==> config.mk <==
export PLATFORM = sky130hd
export DESIGN_NAME = shift_job_sequencer
export DESIGN_NICKNAME = d
export VERILOG_FILES = /design/src/rtl/shift_job_sequencer.sv
export SDC_FILE = /design/constraint.sdc
export NUM_CORES = 1
export LEC_CHECK = 0
export CORE_MARGIN = 3
export CORE_UTILIZATION = 40
export DETAILED_ROUTE_END_ITERATION = 8
export HOLD_SLACK_MARGIN = 0.06
export PLACE_DENSITY_LB_ADDON = 0.3
export SYNTH_ARGS = -nofsm -noshare
export SYNTH_HDL_FRONTEND = slang
export SYNTH_SLANG_ARGS = --single-unit
export TNS_END_PERCENT = 30
==> constraint.sdc <==
create_clock -name clk -period 5.16 [get_ports clk]
set_clock_uncertainty 0.1 [all_clocks]
set_input_delay 0.516 -clock clk [delete_from_list [all_inputs] [get_ports clk]]
set_output_delay 0.516 -clock clk [all_outputs]
set_load 0.005 [all_outputs]
==> src/rtl/shift_job_sequencer.sv <==
// Two-requester round-robin arbiter that programs the shift peripheral over its
// cs/we/reg_sel bus, waits out the shift, reads the result and returns it.
//
// state     | meaning
// ----------+---------------------------------------------------------------
// S_IDLE    | no job; arbitrate and ack one requester
// S_WR_INFO | write {dir, 11'b0, times} to the info register
// S_WR_ORIG | write the operand to the original register
// S_START   | pulse restart (sel=11), load the wait counter
// S_WAIT    | count down times+LAT cycles with sel parked on result
// S_READ    | capture the result from sh_data_out
// S_RSP     | present the result until rsp_ready
module shift_job_sequencer #(
    parameter int LAT = 2
) (
    input  logic        clk,
    input  logic        reset,
    input  logic        req0_valid,
    input  logic        req0_dir,
    input  logic [3:0]  req0_times,
    input  logic [15:0] req0_value,
    output logic        req0_ack,
    input  logic        req1_valid,
    input  logic        req1_dir,
    input  logic [3:0]  req1_times,
    input  logic [15:0] req1_value,
    output logic        req1_ack,
    output logic        rsp_valid,
    input  logic        rsp_ready,
    output logic        rsp_id,
    output logic [15:0] rsp_data,
    output logic        busy,
    output logic        sh_cs,
    output logic        sh_we,
    output logic [1:0]  sh_reg_sel,
    output logic [15:0] sh_data_in,
    input  logic [15:0] sh_data_out
);

    typedef enum logic [2:0] {
        S_IDLE,
        S_WR_INFO,
        S_WR_ORIG,
        S_START,
        S_WAIT,
        S_READ,
        S_RSP
    } state_t;

    state_t      state, state_nxt;
    logic        last_grant;
    logic        job_dir;
    logic [3:0]  job_times;
    logic [15:0] job_value;
    logic        job_id;
    logic [4:0]  wait_cnt;
    logic [15:0] rsp_data_q;
    logic        grant0, grant1;

    assign rsp_id   = job_id;
    assign rsp_data = rsp_data_q;

    always_comb begin
        state_nxt  = state;
        grant0     = 1'b0;
        grant1     = 1'b0;
        req0_ack   = 1'b0;
        req1_ack   = 1'b0;
        rsp_valid  = 1'b0;
        busy       = 1'b1;
        sh_cs      = 1'b0;
        sh_we      = 1'b0;
        sh_reg_sel = 2'b00;
        sh_data_in = 16'h0000;
        case (state)
            S_IDLE: begin
                busy = 1'b0;
                // Gated by reset so the acks stay low while reset is held.
                if (reset) begin
                    if (req0_valid && (!req1_valid || last_grant)) begin
                        grant0 = 1'b1;
                    end else if (req1_valid) begin
                        grant1 = 1'b1;
                    end
                end
                req0_ack = grant0;
                req1_ack = grant1;
                if (grant0 || grant1) begin
                    state_nxt = S_WR_INFO;
                end
            end
            S_WR_INFO: begin
                sh_cs      = 1'b1;
                sh_we      = 1'b1;
                sh_reg_sel = 2'b00;
                sh_data_in = {job_dir, 11'b0, job_times};
                state_nxt  = S_WR_ORIG;
            end
            S_WR_ORIG: begin
                sh_cs      = 1'b1;
                sh_we      = 1'b1;
                sh_reg_sel = 2'b01;
                sh_data_in = job_value;
                state_nxt  = S_START;
            end
            S_START: begin
                sh_cs      = 1'b1;
                sh_reg_sel = 2'b11;
                state_nxt  = S_WAIT;
            end
            S_WAIT: begin
                // Parked on result: holding sel=11 would keep the shifter in restart.
                sh_cs      = 1'b1;
                sh_reg_sel = 2'b10;
                if (wait_cnt == 5'd1) begin
                    state_nxt = S_READ;
                end
            end
            S_READ: begin
                sh_cs      = 1'b1;
                sh_reg_sel = 2'b10;
                state_nxt  = S_RSP;
            end
            S_RSP: begin
                rsp_valid = 1'b1;
                if (rsp_ready) begin
                    state_nxt = S_IDLE;
                end
            end
            default: begin
                state_nxt = S_IDLE;
            end
        endcase
    end

    always_ff @(posedge clk or negedge reset) begin
        if (!reset) begin
            state      <= S_IDLE;
            last_grant <= 1'b1;
            job_dir    <= 1'b0;
            job_times  <= 4'd0;
            job_value  <= 16'h0000;
            job_id     <= 1'b0;
            wait_cnt   <= 5'd0;
            rsp_data_q <= 16'h0000;
        end else begin
            state <= state_nxt;
            if (grant0) begin
                job_dir    <= req0_dir;
                job_times  <= req0_times;
                job_value  <= req0_value;
                job_id     <= 1'b0;
                last_grant <= 1'b0;
            end else if (grant1) begin
                job_dir    <= req1_dir;
                job_times  <= req1_times;
                job_value  <= req1_value;
                job_id     <= 1'b1;
                last_grant <= 1'b1;
            end
            if (state == S_START) begin
                wait_cnt <= {1'b0, job_times} + 5'(LAT);
            end else if (state == S_WAIT) begin
                wait_cnt <= wait_cnt - 5'd1;
            end
            if (state == S_READ) begin
                rsp_data_q <= sh_data_out;
            end
        end
    end

endmodule
Yosys cells after proc, flatten, opt, wreduce, memory -nomap -nowiden
Index checks and enable logic that the tools add are counted. Widths: inputs -> output; s select.

Mux-type cells: 29. Eq/ne operators: 10. Reductions and logical operators: 11. Add/sub/neg operators: 2.

Operator list (count): $mux 16 (2); $pmux 16 s2 (1); $pmux 3 s7 (1); $mux 1 (17); $mux 5 (2); $eq 3x3->1 const B (3); $mux 3 (3); $mux 4 (2); $eq 3x2->1 const B (2); $ne 2x2->1 const B (3); $pmux 2 s3 (1); $add 4x2->5 const B (1); $eq 5x1->1 const B (1); $reduce_or 5->1 (1); $sub 5x1->5 const B (1); $reduce_bool 2->1 (2); $reduce_or 2->1 (2); $eq 3x1->1 const B (1); $logic_not 3->1 (1); $reduce_and 3->1 (1); $logic_or 1x1->1 (2); $logic_and 1x1->1 (1); $logic_not 1->1 (1).

Input port bits: 63. Logic and storage cells: 60. Flip-flop bits (word level): 47. Output and inout bits: 41.

Logic depth before layout (Yosys ltp)
Depth in word-level cells: 9. Depth in mapped cells: 7.

Worst setup path after synthesis
Ideal clock, no wire load.

Path type: reg-to-output. Start point: register state[0]. End point: output req0_ack. Path buffers: 2. Required time: 4.544 ns. Arrival: 1.197 ns. Slack: 3.347 ns. Cell stages (with the launch flop): 6. Cells stage by stage: dfrtp_1 > buf_6 > nor4b_4 > nand3_2 > clkinv_2 > buf_6.

Word-level cells in the longest chain between the ends: 2.

RTL lines: start, declared (RTL line 50) `state_t state, state_nxt;`; start signal, assigned (RTL line 147) `state <= state_nxt;`; $logic_not 3->1 (RTL line 75) `case (state)`; $mux 1 (RTL line 75); end, declared (RTL line 22) `output logic req0_ack,`.

No other way between the ends.

Worst setup path after layout
Start point: register state[2]. End point: output req0_ack.

The elaborated chain is that of the path after synthesis.

==> flow_metrics.tcl <==
set metrics [dict create \
    post_synth_inst_count 259 \
    placed_cells 419 \
    power.ir.vdd_worst_mv 0.214 \
    clockPowerShare 0.119 \
    clk_path_buf_depth 2 \
    hold_viol_final 0 \
    timing.critical_path.required_ps 4540 \
    max_stage_delay_ps 650 \
    synth_async_sr_flop_share 1.00 \
    synth_sequential_area_ratio 0.484 \
    detail_route.wirelength_um 5950 \
    flops_latches_synth 47 \
    switchingPower_w 0.000662 \
    crit_end "req0_ack" \
    yosysUniqueCellTypes 44 \
    most-common-layout-cells "clkdlybuf4s50_1, nand2_1, dfrtp_1" \
    critPathArrivalTime_ps 2600 \
    synth_area_sq_um 2430 \
    cp-start-kind "flop" \
    grt_setup_unrepaired "false" \
    effective_utilization_at_floorplan 0.426 \
    yosys_warnings 0 \
    total_nets_after_synthesis 325 \
    worstSetupEndpointType "primary output" \
    cts_num_sinks 47 \
    drcViolationCount 0 \
    clk_transition_reported_paths_ps 90 \
    via_per_inst 5.04 \
    path_cells "nor4b_4, nand3_2, buf_4, clkinv_2, clkdlybuf4s50_1" \
    outcome "completed" \
    drt_pre_antenna_iters 4 \
    dpl_cell_area_sq_um 3470 \
    antenna_left 0 \
    clock.fmax_mhz 311 \
    min_path_type "in2async" \
    multi_input_comb_area_sq_um 1130 \
    final_period_demand_of_the_worst_path_ps 3220 \
    wl_per_cell_um 13.9 \
    n_fill_cell 520 \
    placementRows 27 \
    drt_iter0_drc 155 \
    global_route_wire_length_before_repair_um 9840 \
    min_period_over_period 0.623 \
    finalMaxSlewViolations 0 \
    number_of_max_cap_violations 0 \
    layout_cell_share_with_drive_strength_beyond_1 0.0817 \
    antenna_found_initial 0 \
    cts-buffers-inserted 5 \
    tritoncts "built" \
    pwr-share-comb 0.489 \
    cp_max_fo 23 \
    grt_start_max_net_pins 49 \
    area_inside_the_core_boundary_sq_um 5710 \
    port_buffers 103 \
    fin_area_sq_um 3550 \
    clock_latency_ps 300 \
    static-leakage-power_nw 1.45 \
    synth_area_per_cell_sq_um 9.39 \
    fp.dieH_um 84.0 \
    post_route_setup_tns_ps 0 \
    gp_routability_congestion 0.794 \
    cts_setup_buffers 0 \
    finish.cell_count_without_fillers 427 \
    worst_setup_path_startpoint "state[2]" \
    syn_to_final_growth_pct 46.2 \
    layout_commonest_cell "clkdlybuf4s50_1" \
    critical-path-slowest-cell "dfrtp_1" \
    floorplan.die.width_um 84.0 \
    worst-r2r-setup-slack_ps 2860 \
    vias_in_the_first_global_route 2081 \
    timing.rr.start "state[2]" \
    antenna-diode-count 0 \
    power_per_cell_area_nw_per_um2 526 \
    post_cts_hold_buffer_count 0 \
    critPathKind "reg2out" \
    dominantRegCellSynth "dfrtp_1" \
    die_area_sq_um 7050 \
    r2r_depth 3 \
    internal_power_w 0.00121 \
    dp.final_hpwl_um 4450 \
    grt_remaining_overflow 0 \
    htree_num_levels 2 \
    dr_total_vias 2150 \
    slew_headroom 0.443 \
    synth-edff-count 0 \
    floorplan.io_pins 104 \
    share_seq_of_total_power 0.392 \
    layout.area.seq_sq_um 1180 \
    netSwitchingFraction 0.354 \
    finalSetupViolCount 0 \
    cts.root.buffer_cell "clkbuf_8" \
    timing_worst_slew_pin_value_ps 834 \
    fin_nets 420 \
    groute.usage.overall 0.172 \
    rr_endpoint "job_value[12]" \
    cts_repair_resize_count 0 \
]
final cells by class:
class,count,share of cell area
clock buffer,5,0.0194
clock inverter,3,0.00528
inverter,5,0.00563
multi-input combinational,189,0.318
sequential,47,0.331
tap,72,0.0253
timing repair buffer,106,0.295
worst min-delay path by stage:
stage / end / startpoint
6_report: rsp_id / reset
5_1_grt: state[0] / reset
4_1_cts: wait_cnt[2] / reset
3_5_place_dp: rsp_data[6] / rsp_data[6]
3_3_place_gp: rsp_data[6] / rsp_data[6]
2_1_floorplan: job_dir / reset
state kept, by name, summed over array words and instances, names as in the netlist:
name,cells
job_dir,1
job_times,4
job_value,16
last_grant,1
rsp_data,16
rsp_id,1
state,3
wait_cnt,5
stage by stage:
step	hold WS [ps]	setup slack [ps]	utilization	total power (W)
2_1_floorplan	120	3350	-	0.00121
3_3_place_gp	374	2230	0.607	0.00164
3_5_place_dp	381	2200	0.607	0.00167
4_1_cts	262	1940	0.623	0.00190
5_1_grt	294	1780	0.623	0.00202
6_report	235	1940	0.623	0.00187
Yosys cell counts, types with 6 or more instances:
master | number | share of area
nand2_1 | 50 | 0.077
dfrtp_1 | 46 | 0.47
nor2_1 | 33 | 0.051
a31oi_1 | 22 | 0.057
and2_1 | 12 | 0.031
mux2_2 | 10 | 0.046
buf_2 | 7 | 0.014
clkbuf_1 | 7 | 0.011
a21oi_1 | 6 | 0.012
mux2_1 | 6 | 0.028
nor2b_1 | 6 | 0.015
o21ai_0 | 6 | 0.012
metal layers:
layer | routed length, um | track usage
met5 | 0 | 0
met4 | 78 | 0.0570
met3 | 324 | 0.0385
met2 | 3000 | 0.292
met1 | 2550 | 0.214
cells by family (layout without fill, tap and decap cells):
logic type	count (synthesis)	count (layout)	synth area share
flip-flops	47	47	0.484
XOR/XNOR	1	1	0.00360
multiplexers	17	17	0.0782
buffers and inverters	23	119	0.0504
adder cells (fa/ha/maj)	3	3	0.0154
AO/OA/AOI/OAI	52	52	0.141
AND/OR/NAND/NOR	116	116	0.227
power groups by stage:
stage	combinational (W)	sequential (W)	clock [W]
final	0.000914	0.000734	0.000223
after global placement	0.000908	0.000728	0
after global routing	0.00102	0.000765	0.000244
after detailed placement	0.000929	0.000742	0
after CTS	0.000931	0.000734	0.000231
after floorplan	0.000545	0.000668	0
worst max-delay path: cells and delay by family (launching register included):
kind          cells  cell delay, ps
buf+inv           3            1050
flops             1             650
simple gates      2             590
No activity file was read; power rests on OpenSTA's default activity.
